==> src/rtl/opl3_wrbuf_pkg.sv <==
// Shared types for the OPL3 write-pacing buffer: FIFO entry, replay states and
// the pacing counter width.
package opl3_wrbuf_pkg;

  localparam int unsigned CNT_W = 8;

  typedef struct packed {
    logic [1:0] addr;
    logic [7:0] data;
  } wr_entry_t;

  typedef enum logic [1:0] {
    IDLE  = 2'd0,
    PULSE = 2'd1,
    GAP   = 2'd2
  } replay_state_t;

  // Recovery gap load value: data-port writes need the long gap.
  function automatic logic [CNT_W-1:0] gap_load(input logic a0,
                                                input int unsigned gap_addr,
                                                input int unsigned gap_data);
    return a0 ? CNT_W'(gap_data - 1) : CNT_W'(gap_addr - 1);
  endfunction

endpackage

==> src/rtl/opl3_wrbuf_fifo.sv <==
// Single-clock show-ahead FIFO of wr_entry_t; push ignored when full, pop
// ignored when empty.
module opl3_wrbuf_fifo
  import opl3_wrbuf_pkg::*;
#(
  parameter int unsigned DEPTH = 16
) (
  input  logic                     clk,
  input  logic                     rst_n,
  input  logic                     push,
  input  logic                     pop,
  input  wr_entry_t                din,
  output wr_entry_t                dout,
  output logic [$clog2(DEPTH):0]   count,
  output logic                     full,
  output logic                     empty
);

  localparam int unsigned AW = $clog2(DEPTH);
  localparam int unsigned CW = AW + 1;

  wr_entry_t         mem [DEPTH];
  logic [AW-1:0]     wr_ptr;
  logic [AW-1:0]     rd_ptr;
  logic              do_push;
  logic              do_pop;

  assign full    = (count == CW'(DEPTH));
  assign empty   = (count == '0);
  assign do_push = push && !full;
  assign do_pop  = pop && !empty;
  assign dout    = mem[rd_ptr];

  // Storage has no reset; only pointers and count define validity.
  always_ff @(posedge clk) begin
    if (do_push) begin
      mem[wr_ptr] <= din;
    end
  end

  // Pointers wrap naturally because DEPTH is a power of two.
  always_ff @(posedge clk or negedge rst_n) begin
    if (!rst_n) begin
      wr_ptr <= '0;
      rd_ptr <= '0;
      count  <= '0;
    end else begin
      if (do_push) begin
        wr_ptr <= wr_ptr + AW'(1);
      end
      if (do_pop) begin
        rd_ptr <= rd_ptr + AW'(1);
      end
      case ({do_push, do_pop})
        2'b10:   count <= count + CW'(1);
        2'b01:   count <= count - CW'(1);
        default: count <= count;
      endcase
    end
  end

endmodule

==> src/rtl/opl3_wrbuf.sv <==
// OPL3 write-pacing buffer: queues CPU register writes and replays them as
// paced we pulses. Optional CPU wait/pending-entry mode: OPL3_WRBUF_WAIT_EN.
module opl3_wrbuf
  import opl3_wrbuf_pkg::*;
#(
  parameter int unsigned DEPTH    = 16,
  parameter int unsigned WE_HIGH  = 4,
  parameter int unsigned GAP_ADDR = 12,
  parameter int unsigned GAP_DATA = 84
) (
  input  logic       clk,
  input  logic       rst_n,
  input  logic [1:0] cpu_addr,
  input  logic [7:0] cpu_din,
  input  logic       cpu_we,
  output logic [7:0] cpu_dout,
  input  logic [7:0] opl_dout,
  output logic [1:0] opl_addr,
  output logic [7:0] opl_din,
  output logic       opl_we,
  output logic       empty,
  output logic       overflow,
  input  logic       ovf_clr,
  output logic       wait_n
);

  localparam int unsigned CW = $clog2(DEPTH) + 1;

  logic              cpu_we_q;
  logic              rise_c;
  wr_entry_t         req_c;
  logic              push_c;
  logic              pop_c;
  logic              drop_c;
  wr_entry_t         push_data_c;
  wr_entry_t         head;
  logic [CW-1:0]     fifo_count;
  logic              fifo_full;
  logic              fifo_empty;

  replay_state_t     state_q;
  replay_state_t     state_d;
  logic [CNT_W-1:0]  cnt_q;
  logic [CNT_W-1:0]  cnt_d;
  logic              we_d;
  logic [1:0]        addr_d;
  logic [7:0]        din_d;

  assign cpu_dout = opl_dout;
  assign rise_c   = cpu_we && !cpu_we_q;
  assign req_c    = '{addr: cpu_addr, data: cpu_din};

  always_ff @(posedge clk or negedge rst_n) begin
    if (!rst_n) begin
      cpu_we_q <= 1'b0;
    end else begin
      cpu_we_q <= cpu_we;
    end
  end

`ifdef OPL3_WRBUF_WAIT_EN
  logic      pend_valid;
  wr_entry_t pend_entry;

  // A held entry always goes first; new edges while holding are ignored.
  always_comb begin
    push_c      = 1'b0;
    push_data_c = req_c;
    drop_c      = 1'b0;
    if (pend_valid) begin
      push_c      = !fifo_full;
      push_data_c = pend_entry;
    end else if (rise_c && !fifo_full) begin
      push_c = 1'b1;
    end
  end

  always_ff @(posedge clk or negedge rst_n) begin
    if (!rst_n) begin
      pend_valid <= 1'b0;
      pend_entry <= '0;
    end else if (pend_valid) begin
      if (!fifo_full) begin
        pend_valid <= 1'b0;
      end
    end else if (rise_c && fifo_full) begin
      pend_valid <= 1'b1;
      pend_entry <= req_c;
    end
  end

  assign wait_n = ~pend_valid;
`else
  always_comb begin
    push_c      = rise_c && !fifo_full;
    push_data_c = req_c;
    drop_c      = rise_c && fifo_full;
  end

  assign wait_n = 1'b1;
`endif

  // Sticky drop flag; a drop in the clearing cycle keeps it set.
  always_ff @(posedge clk or negedge rst_n) begin
    if (!rst_n) begin
      overflow <= 1'b0;
    end else if (drop_c) begin
      overflow <= 1'b1;
    end else if (ovf_clr) begin
      overflow <= 1'b0;
    end
  end

  opl3_wrbuf_fifo #(
    .DEPTH (DEPTH)
  ) u_fifo (
    .clk   (clk),
    .rst_n (rst_n),
    .push  (push_c),
    .pop   (pop_c),
    .din   (push_data_c),
    .dout  (head),
    .count (fifo_count),
    .full  (fifo_full),
    .empty (fifo_empty)
  );

  always_ff @(posedge clk or negedge rst_n) begin
    if (!rst_n) begin
      state_q  <= IDLE;
      cnt_q    <= '0;
      opl_we   <= 1'b0;
      opl_addr <= 2'd0;
      opl_din  <= 8'd0;
    end else begin
      state_q  <= state_d;
      cnt_q    <= cnt_d;
      opl_we   <= we_d;
      opl_addr <= addr_d;
      opl_din  <= din_d;
    end
  end

  // Replay engine: address/data held stable from pop until the gap expires.
  always_comb begin
    state_d = state_q;
    cnt_d   = cnt_q;
    we_d    = opl_we;
    addr_d  = opl_addr;
    din_d   = opl_din;
    pop_c   = 1'b0;
    case (state_q)
      IDLE: begin
        if (!fifo_empty) begin
          pop_c   = 1'b1;
          addr_d  = head.addr;
          din_d   = head.data;
          we_d    = 1'b1;
          cnt_d   = CNT_W'(WE_HIGH - 1);
          state_d = PULSE;
        end
      end
      PULSE: begin
        if (cnt_q == '0) begin
          we_d    = 1'b0;
          cnt_d   = gap_load(opl_addr[0], GAP_ADDR, GAP_DATA);
          state_d = GAP;
        end else begin
          cnt_d = cnt_q - CNT_W'(1);
        end
      end
      GAP: begin
        if (cnt_q == '0) begin
          state_d = IDLE;
        end else begin
          cnt_d = cnt_q - CNT_W'(1);
        end
      end
      default: begin
        we_d    = 1'b0;
        state_d = IDLE;
      end
    endcase
  end

  assign empty = (fifo_count == '0) && (state_q == IDLE);

endmodule

==> config.mk <==
export PLATFORM = sky130hd
export DESIGN_NAME = opl3_wrbuf
export DESIGN_NICKNAME = d
export VERILOG_FILES = /design/src/rtl/opl3_wrbuf_pkg.sv /design/src/rtl/opl3_wrbuf_fifo.sv /design/src/rtl/opl3_wrbuf.sv
export SDC_FILE = /design/constraint.sdc
export NUM_CORES = 1
export LEC_CHECK = 0
export BUFFER_PORTS_ARGS = -buffer_cell sky130_fd_sc_hd__buf_2
export CORE_UTILIZATION = 37
export CTS_CLUSTER_DIAMETER = 60
export DETAILED_ROUTE_END_ITERATION = 12
export GPL_TIMING_DRIVEN = 1
export SLEW_MARGIN = 10
export SYNTH_ARGS = -nofsm -noshare
export SYNTH_HDL_FRONTEND = slang
export SYNTH_SLANG_ARGS = --single-unit
==> constraint.sdc <==
create_clock -name clk -period 8.6 [get_ports clk]
set_input_delay 2.15 -clock clk [delete_from_list [all_inputs] [get_ports clk]]
set_output_delay 2.15 -clock clk [all_outputs]
set_load 0.01 [all_outputs]
==> impl_metrics.py, run 1 <==
metrics = {
    "critical_path": {
        "cp.required_ns": 6.45,
        "reg2regPathDepth": 10,
        "crit_end": "cpu_dout[3]",
        "endpoint_kind": "output pin",
        "worstSetupStartpoint": "opl_dout[3]",
        "cp_data_arrival_time_ns": 2.15,
        "path_depth": 0,
        "r2r_setup_slack_ns": 5.25,
        "r2r_start": "u_fifo.count[2]$_DFFE_PN0P_",
        "worstSetupPathType": "in -> out",
        "worst_r2r_endpoint": "u_fifo.count[4]$_DFFE_PN0P_",
        "cp_max_fo": 1,
        "critPathLaunchType": "primary input",
    },
    "logic_synthesis": {
        "synth_cell_types": 54,
        "synth-main-ff-cell": "edfxtp_1",
        "syn_nets": 497,
        "synth_edf_count": 160,
        "syn_inst": 461,
        "ys_seq_area_frac": 0.6995,
        "ys_warn_count": 0,
        "synth_seq_cells": 196,
        "synthArstFlopShare": 0.1837,
        "avgSynthCellArea_um2": 17.69,
        "synth_area_um2": 8157,
    },
    "pwr": {
        "p_leak_uw": 0.003139,
        "power_density_nw_per_um2": 329.3,
        "ir_drop_mv": 0.1493,
        "power.total_uw": 2981,
    },
    "sta": {
        "rsz0062_at_grt": "no",
        "fin_tns_setup_ns": 0,
        "worst_slew_pin_slew_ns": 1.061,
        "setup_viol": 0,
        "min_period_over_period": 0.5000,
        "clock_skew_ns": 0.01202,
        "drv_slew": 0,
        "report.final.hold_viol_count": 0,
        "worst_slack_ns": 4.300,
        "fmax_mhz": 232.6,
        "period_minus_slack_ns": 4.300,
        "max-slew-margin-rel": 0.2929,
    },
    "clocking": {
        "cts_num_sinks": 196,
        "cts_buffer_depth": 2,
        "cts-root-buf": "clkbuf_16",
        "cts_resized": 0,
        "insertion_delay_ns": 0.44,
        "clk_pin_slew_ns": 0.07,
        "cts_max_level": 4,
        "post_cts_buffers": 0,
        "cts_tree": "yes",
        "ctsHoldBuffers": 0,
        "numCtsBuffers": 17,
    },
    "cells_and_area": {
        "drive_gt1_frac": 0.2424,
        "syn2layout_area_growth_pct": 10.97,
        "fin_nets": 514,
        "fin_cells": 766,
        "num_antenna_cells": 0,
    },
    "global_route": {
        "grt_pass1_vias": 4183,
        "grt_overflow": 0,
        "grt_max_degree": 43,
        "antenna_found_initial": 0,
        "grt.total_usage": 0.1486,
        "grt_pass1_wl_mm": 24.25,
    },
    "floorplanning": {
        "pin_count": 44,
        "die_y_um": 150.5,
        "core_um2": 21290,
        "dieArea_um2": 22640,
        "num_rows": 53,
        "initial_core_util": 0.3832,
        "die_width_um": 150.5,
    },
    "route": {
        "wirelength_mm": 15.35,
        "drc": 0,
        "wire_per_inst_um": 20.03,
        "viasPerCell": 5.235,
        "drt_iter0_drc": 296,
        "antenna_left": 0,
        "firstDrtPassIters": 5,
        "via_count": 4010,
    },
    "job": {
        "drv_cap": 0,
    },
    "placed_design": {
        "port_buffers": 26,
        "place_congestion": 0.7603,
        "dp_hpwl_mm": 9.577,
        "placed_cells": 734,
        "post-place-ws_ns": 4.044,
    },
    "status": {
        "status": "finished clean",
    },
    "min_path": {
        "hold_path_class": "reg -> reg",
    },
}
kinds of logic (layout without fill, tap and decap cells):
kind of cell,Yosys count,count (layout),synth area share
flip-flops,196,196,0.6995
other,1,1,0.0004598
AND/OR/NAND/NOR,83,83,0.05308
adder cells (fa/ha/maj),14,14,0.02148
multiplexers,64,64,0.1402
AO/OA/AOI/OAI,47,47,0.04203
XOR/XNOR,13,13,0.01396
buffers and inverters,43,73,0.02930
how the worst min path moves through the flow:
stage          cells past startpoint                         start  slack, ns                      endpoint
2_1_floorplan                      1  u_fifo.rd_ptr[3]$_DFFE_PN0P_       0.48  u_fifo.rd_ptr[3]$_DFFE_PN0P_
3_3_place_gp                       2        opl_din[3]$_DFFE_PN0P_       0.49        opl_din[3]$_DFFE_PN0P_
3_5_place_dp                       2        opl_din[7]$_DFFE_PN0P_       0.47        opl_din[7]$_DFFE_PN0P_
4_1_cts                            2        opl_din[7]$_DFFE_PN0P_       0.50        opl_din[7]$_DFFE_PN0P_
5_1_grt                            2        opl_din[7]$_DFFE_PN0P_       0.52        opl_din[7]$_DFFE_PN0P_
6_report                           2        opl_din[7]$_DFFE_PN0P_       0.51        opl_din[7]$_DFFE_PN0P_
cell type report:
type                    instances  area (um2)
repair buffers                 28       145.1
flip-flops and latches        196        5709
inverters                      13       53.80
clock inverters                14       157.7
fillers                      1842       12240
clock buffers                  18       429.2
multi-input cells             222        2212
well taps                     275       344.1
routing by layer:
| metal | GRT usage | share of wire | up-vias |
|---|---|---|---|
| met5 | 0 | 0 | - |
| met4 | 0.04495 | 0.012 | 0 |
| met2 | 0.2406 | 0.51 | 90 |
| met3 | 0.03818 | 0.046 | 25 |
| li1 | - | - | 1829 |
| met1 | 0.1966 | 0.44 | 2066 |
layout by cell type, fill, tap and decap left out, types with 11 or more instances in the layout:
cell	instances
mux2i_1	22
ha_1	14
and2_1	16
clkbuf_16	17
dfrtp_1	33
inv_1	11
edfxtp_1	160
mux4_2	40
buf_2	26
nand2_1	28
where the power goes:
group / switching, uW / internal (uW) / leakage [uW]
clock network: 382 / 391 / 0.000279
registers: 135 / 1150 / 0.00188
logic: 487 / 439 / 0.000978
total: 1000 / 1980 / 0.00314
flip-flops by register name (all words and copies together) (netlist names), 2 cells and up:
signal / count
state_q: 2
u_fifo.rd_ptr: 4
u_fifo.mem: 160
opl_addr: 2
cnt_q: 8
opl_din: 8
u_fifo.wr_ptr: 4
u_fifo.count: 5
per-stage QoR:
step                area, um2    util  hold WS, ns
floorplan                8157       -       0.4777
global placement         8464  0.3976       0.4898
detailed placement       8464  0.3976       0.4742
CTS                      9051  0.4252       0.5021
global route             9051  0.4252       0.5192
finish                   9051  0.4252       0.5065
synthesized netlist by cell type, types with 3 or more instances:
library cell	count	area [um2]
buf_4	10	75.07
nand2_1	28	105.1
buf_6	3	33.78
a21oi_1	8	40.04
xor2_1	5	43.79
ha_1	14	175.2
nor3_1	6	30.03
buf_2	10	50.05
dfrtp_1	36	900.9
edfxtp_1	160	4805
mux2i_1	22	220.2
o221ai_1	10	87.58
nand3_1	5	25.02
inv_1	11	41.29
xnor2_1	8	70.07
mux4_2	40	900.9
o21ai_0	10	50.05
and2_1	16	100.1
clkbuf_1	6	22.52
nor2_1	10	37.54
(Power assumes the default switching activity.)
==> inputs of run 2 (changes only) <==
- clock period: 8.6 -> 4.1 ns (I/O delays scaled with it)
==> impl_metrics.py, run 2 (synthesized netlist as in run 1, its figures left out) <==
metrics = {
    "status": {
        "status": "finished clean",
    },
    "route": {
        "wire_per_inst_um": 20.70,
        "via_count": 4079,
        "firstDrtPassIters": 4,
        "drc": 0,
        "wirelength_mm": 15.92,
        "viasPerCell": 5.304,
        "drt_iter0_drc": 182,
        "antenna_left": 0,
    },
    "global_route": {
        "grt_overflow": 0,
        "grt_pass1_vias": 4192,
        "grt.total_usage": 0.1533,
        "antenna_found_initial": 0,
        "grt_pass1_wl_mm": 25.07,
        "grt_max_degree": 37,
    },
    "critical_path": {
        "worstSetupPathType": "reg -> reg",
        "cp_max_fo": 15,
        "r2r_setup_slack_ns": 1.08,
        "r2r_start": "u_fifo.count[2]$_DFFE_PN0P_",
        "critPathLaunchType": "register",
        "worst_r2r_endpoint": "u_fifo.count[4]$_DFFE_PN0P_",
        "cp.required_ns": 4.40,
        "crit_end": "u_fifo.count[4]$_DFFE_PN0P_",
        "endpoint_kind": "register",
        "reg2regPathDepth": 11,
        "worstSetupStartpoint": "u_fifo.count[2]$_DFFE_PN0P_",
        "cp_data_arrival_time_ns": 3.31,
    },
    "cells_and_area": {
        "num_antenna_cells": 0,
        "regMostFlops": "u_fifo.mem",
        "top_regs": "u_fifo.mem (160), cnt_q (8), opl_din (8)",
        "drive_gt1_frac": 0.2409,
        "final_common_cell": "edfxtp_1",
        "syn2layout_area_growth_pct": 11.12,
        "mostFrequentLayoutCells": "edfxtp_1, mux4_2, dfrtp_1",
        "fin_nets": 517,
        "fill_cells": 1859,
        "largest_reg_flops": 160,
        "design_area_um2": 9064,
    },
    "sta": {
        "drv_slew": 0,
        "clock_skew_ns": 0.01256,
        "rsz0062_at_grt": "no",
        "report.final.hold_viol_count": 0,
        "fmax_mhz": 331.3,
        "whs_ns": 0.5112,
        "setup_viol": 0,
        "worst_slack_ns": 1.082,
        "period_minus_slack_ns": 3.018,
        "min_period_over_period": 0.7361,
        "fin_tns_setup_ns": 0,
        "worst_slew_pin_slew_ns": 0.8810,
        "max-slew-margin-rel": 0.4127,
    },
    "placed_design": {
        "place_congestion": 0.7724,
        "dp_hpwl_mm": 10.24,
        "placed_cell_area_um2": 8487,
        "port_buffers": 26,
        "post-place-ws_ns": 1.009,
    },
    "clocking": {
        "clk_pin_slew_ns": 0.07,
        "insertion_delay_ns": 0.43,
        "post_cts_buffers": 0,
        "cts_resized": 0,
        "cts-root-buf": "clkbuf_16",
        "cts_max_level": 4,
        "cts_tree": "yes",
        "ctsHoldBuffers": 0,
        "numCtsBuffers": 17,
        "cts_buffer_depth": 2,
        "cts_num_sinks": 196,
    },
    "floorplanning": {
        "die_y_um": 150.5,
        "num_rows": 53,
        "pin_count": 44,
        "dieArea_um2": 22640,
        "die_width_um": 150.5,
        "core_um2": 21290,
        "initial_core_util": 0.3832,
    },
    "pwr": {
        "clockPowerShare": 0.256,
        "p_leak_uw": 0.003154,
        "p_int_uw": 4150,
        "swShare": 0.3402,
        "power_density_nw_per_um2": 694.0,
        "switchingPower_uw": 2140,
        "seqPwrFrac": 0.440,
        "combPwrFrac": 0.304,
        "ir_drop_mv": 0.3498,
    },
    "min_path": {
        "hold_start": "opl_we$_DFFE_PN0P_",
        "hold_path_class": "reg -> reg",
    },
    "job": {
        "drv_cap": 0,
    },
}
[run 2: cell count changes in the layout (fill, tap and decap cells not counted)]
cell	delta
clkinv_1	+3
inv_12	-1
inv_8	+1
clkinvlp_4	-2
buf_4	+3
clkinv_8	+1
inv_6	-2
[run 2: power groups by stage]
stage / Sequential, uW / Combinational, uW / Clock [uW]
2_1_floorplan: 2590 / 1610 / 0
3_3_place_gp: 2810 / 1880 / 0
3_5_place_dp: 2810 / 1930 / 0
4_1_cts: 2780 / 1940 / 1640
5_1_grt: 2820 / 2110 / 1720
6_report: 2770 / 1910 / 1610
[run 2: layout make-up]
class | instances | area [um2] | area share
clock inverters | 14 | 147.6 | 0.01629
repair buffers | 31 | 167.7 | 0.01850
flip-flops and latches | 196 | 5709 | 0.6299
multi-input cells | 222 | 2212 | 0.2441
inverters | 13 | 53.80 | 0.005936
well taps | 275 | 344.1 | 0.03796
clock buffers | 18 | 429.2 | 0.04735
[run 2: critical path: stages, from the launching register on]
cell	delay, ns
dfrtp_1	0.47
or4_4	0.59
o21ai_2	0.13
buf_4	0.23
inv_2	0.10
ha_1	0.31
xor2_1	0.20
ha_1	0.23
a211o_2	0.33
nand3_1	0.08
a21oi_1	0.08
xor2_1	0.14
[run 2: metrics by stage]
stage / utilization / total power [uW] / std cells
floorplan: - / 4204 / 461
global placement: 0.3987 / 4687 / 737
detailed placement: 0.3987 / 4746 / 737
CTS: 0.4258 / 6349 / 769
global route: 0.4258 / 6643 / 769
finish: 0.4258 / 6290 / 769
[run 2: metal layers]
metal	global-route usage	vias to the layer above	part of all wire
li1	-	1833	-
met1	0.2043	2144	0.46
met2	0.2507	77	0.49
met3	0.03727	25	0.036
met4	0.04040	0	0.014
met5	0	-	0
[run 2: how the worst min path moves through the flow]
| stage | cells after the start | slack [ns] | endpoint |
|---|---|---|---|
| 2_1_floorplan | 1 | 0.48 | u_fifo.rd_ptr[3]$_DFFE_PN0P_ |
| 3_3_place_gp | 1 | 0.50 | u_fifo.rd_ptr[3]$_DFFE_PN0P_ |
| 3_5_place_dp | 2 | 0.50 | opl_din[4]$_DFFE_PN0P_ |
| 4_1_cts | 2 | 0.52 | opl_we$_DFFE_PN0P_ |
| 5_1_grt | 2 | 0.55 | opl_din[4]$_DFFE_PN0P_ |
| 6_report | 2 | 0.51 | opl_we$_DFFE_PN0P_ |
==> inputs of run 3 (changes only) <==
- clock period: 4.1 -> 3 ns (I/O delays scaled with it)
==> impl_metrics.py, run 3 (synthesized netlist as in run 1, its figures left out) <==
metrics = {
    "global_route": {
        "grt_pass1_vias": 4259,
        "grt_pass1_wl_mm": 25.23,
        "antenna_found_initial": 0,
        "grt.total_usage": 0.1556,
        "grt_overflow": 0,
        "grt_max_degree": 43,
    },
    "placed_design": {
        "port_buffers": 26,
        "place_congestion": 0.7791,
        "dp_hpwl_mm": 10.21,
    },
    "critical_path": {
        "cp.required_ns": 3.31,
        "r2r_setup_slack_ns": 0.24,
        "cp_max_fo": 7,
        "worstSetupPathType": "reg -> reg",
        "cp_data_arrival_time_ns": 3.07,
        "critPathLaunchType": "register",
        "endpoint_kind": "register",
        "reg2regPathDepth": 10,
    },
    "route": {
        "firstDrtPassIters": 7,
        "wire_per_inst_um": 20.54,
        "drt_iter0_drc": 294,
        "drc": 0,
        "via_count": 4122,
        "antenna_left": 0,
        "viasPerCell": 5.319,
        "wirelength_mm": 15.92,
    },
    "cells_and_area": {
        "drive_gt1_frac": 0.2580,
        "mostFrequentLayoutCells": "edfxtp_1, mux4_2, dfrtp_1",
        "fin_nets": 523,
        "fill_cells": 1838,
        "top_regs": "u_fifo.mem (160), cnt_q (8), opl_din (8)",
        "regMostFlops": "u_fifo.mem",
        "largest_reg_flops": 160,
        "final_common_cell": "edfxtp_1",
        "syn2layout_area_growth_pct": 12.30,
        "num_antenna_cells": 0,
    },
    "sta": {
        "report.final.hold_viol_count": 0,
        "max-slew-margin-rel": 0.4294,
        "worst_slew_pin_slew_ns": 0.8559,
        "drv_slew": 0,
        "min_period_over_period": 0.9206,
        "clock_skew_ns": 0.01129,
        "fin_tns_setup_ns": 0,
        "fmax_mhz": 362.1,
        "period_minus_slack_ns": 2.762,
        "rsz0062_at_grt": "no",
        "whs_ns": 0.4222,
        "setup_viol": 0,
    },
    "pwr": {
        "ir_drop_mv": 0.3913,
        "seqPwrFrac": 0.425,
        "switchingPower_uw": 2956,
        "combPwrFrac": 0.305,
        "clockPowerShare": 0.270,
        "power_density_nw_per_um2": 953.8,
        "swShare": 0.3383,
        "p_leak_uw": 0.003204,
        "p_int_uw": 5781,
    },
    "clocking": {
        "cts_max_level": 4,
        "cts_num_sinks": 196,
        "numCtsBuffers": 17,
        "cts_buffer_depth": 2,
        "post_cts_buffers": 0,
        "cts_tree": "yes",
        "ctsHoldBuffers": 0,
        "cts-root-buf": "clkbuf_16",
        "insertion_delay_ns": 0.44,
        "clk_pin_slew_ns": 0.07,
        "cts_resized": 0,
    },
    "job": {
        "drv_cap": 0,
    },
    "floorplanning": {
        "initial_core_util": 0.3832,
        "dieArea_um2": 22640,
        "pin_count": 44,
        "num_rows": 53,
        "die_y_um": 150.5,
        "die_width_um": 150.5,
        "core_um2": 21290,
    },
    "status": {
        "status": "finished clean",
    },
    "min_path": {
        "hold_path_class": "in -> async",
    },
}
-- run 3: changes by cell type in the layout (fill, tap and decap cells not counted) --
cell	before	now
buf_4	5	11
bufinv_16	0	1
clkbuf_1	1	0
clkinv_1	3	0
clkinv_4	3	2
clkinv_8	4	5
clkinvlp_4	0	2
inv_12	0	1
inv_6	1	2
inv_8	4	3
-- run 3: final timing paths --
kind,start,end
min in group clk,cpu_we,cpu_we_q$_DFF_PN0_
max,u_fifo.count[2]$_DFFE_PN0P_,u_fifo.count[4]$_DFFE_PN0P_
max in group asynchronous,rst_n,u_fifo.rd_ptr[2]$_DFFE_PN0P_
max reg2reg,u_fifo.count[2]$_DFFE_PN0P_,u_fifo.count[4]$_DFFE_PN0P_
min,rst_n,cnt_q[1]$_DFFE_PN0P_
min reg2reg,opl_din[1]$_DFFE_PN0P_,opl_din[1]$_DFFE_PN0P_
-- run 3: final cells by class --
class	count	area, um2	share of cell area
flip-flops and latches	196	5709	0.6233
multi-input cells	222	2212	0.2415
clock buffers	17	425.4	0.04644
well taps	275	344.1	0.03756
repair buffers	37	212.7	0.02322
clock inverters	15	202.7	0.02213
inverters	13	53.80	0.005874
-- run 3: per-layer routing --
metal	track usage	up-vias	share of wire
met2	0.2525	109	0.50
met5	0	-	0
met4	0.04899	0	0.011
met1	0.2085	2140	0.44
li1	-	1851	-
met3	0.03364	22	0.046
-- run 3: critical path: stages, from the launching register on --
cell     delay [ns]
dfrtp_1        0.46
or4_4          0.58
o21ai_2        0.16
inv_2          0.09
ha_1           0.30
xor2_1         0.19
ha_1           0.23
a211o_2        0.33
nand3_1        0.08
a21oi_1        0.08
xor2_1         0.14
-- run 3: per-stage QoR --
stage,setup WS (ns),cells,util,power (uW),area [um2]
final,0.2383,775,0.4303,8736,9160
after global placement,0.3062,743,0.4008,6391,8532
after global routing,0.1210,775,0.4303,9231,9160
after floorplan,0.2109,461,-,5745,8157
after CTS,0.2354,775,0.4303,8825,9160
after detailed placement,0.2464,743,0.4008,6476,8532
-- run 3: power groups by stage --
stage | Sequential (uW) | Clock [uW] | Combinational (uW)
after floorplan | 3550 | 0 | 2200
after global placement | 3770 | 0 | 2620
after detailed placement | 3780 | 0 | 2700
after CTS | 3730 | 2400 | 2700
after global routing | 3790 | 2530 | 2920
final | 3710 | 2360 | 2660
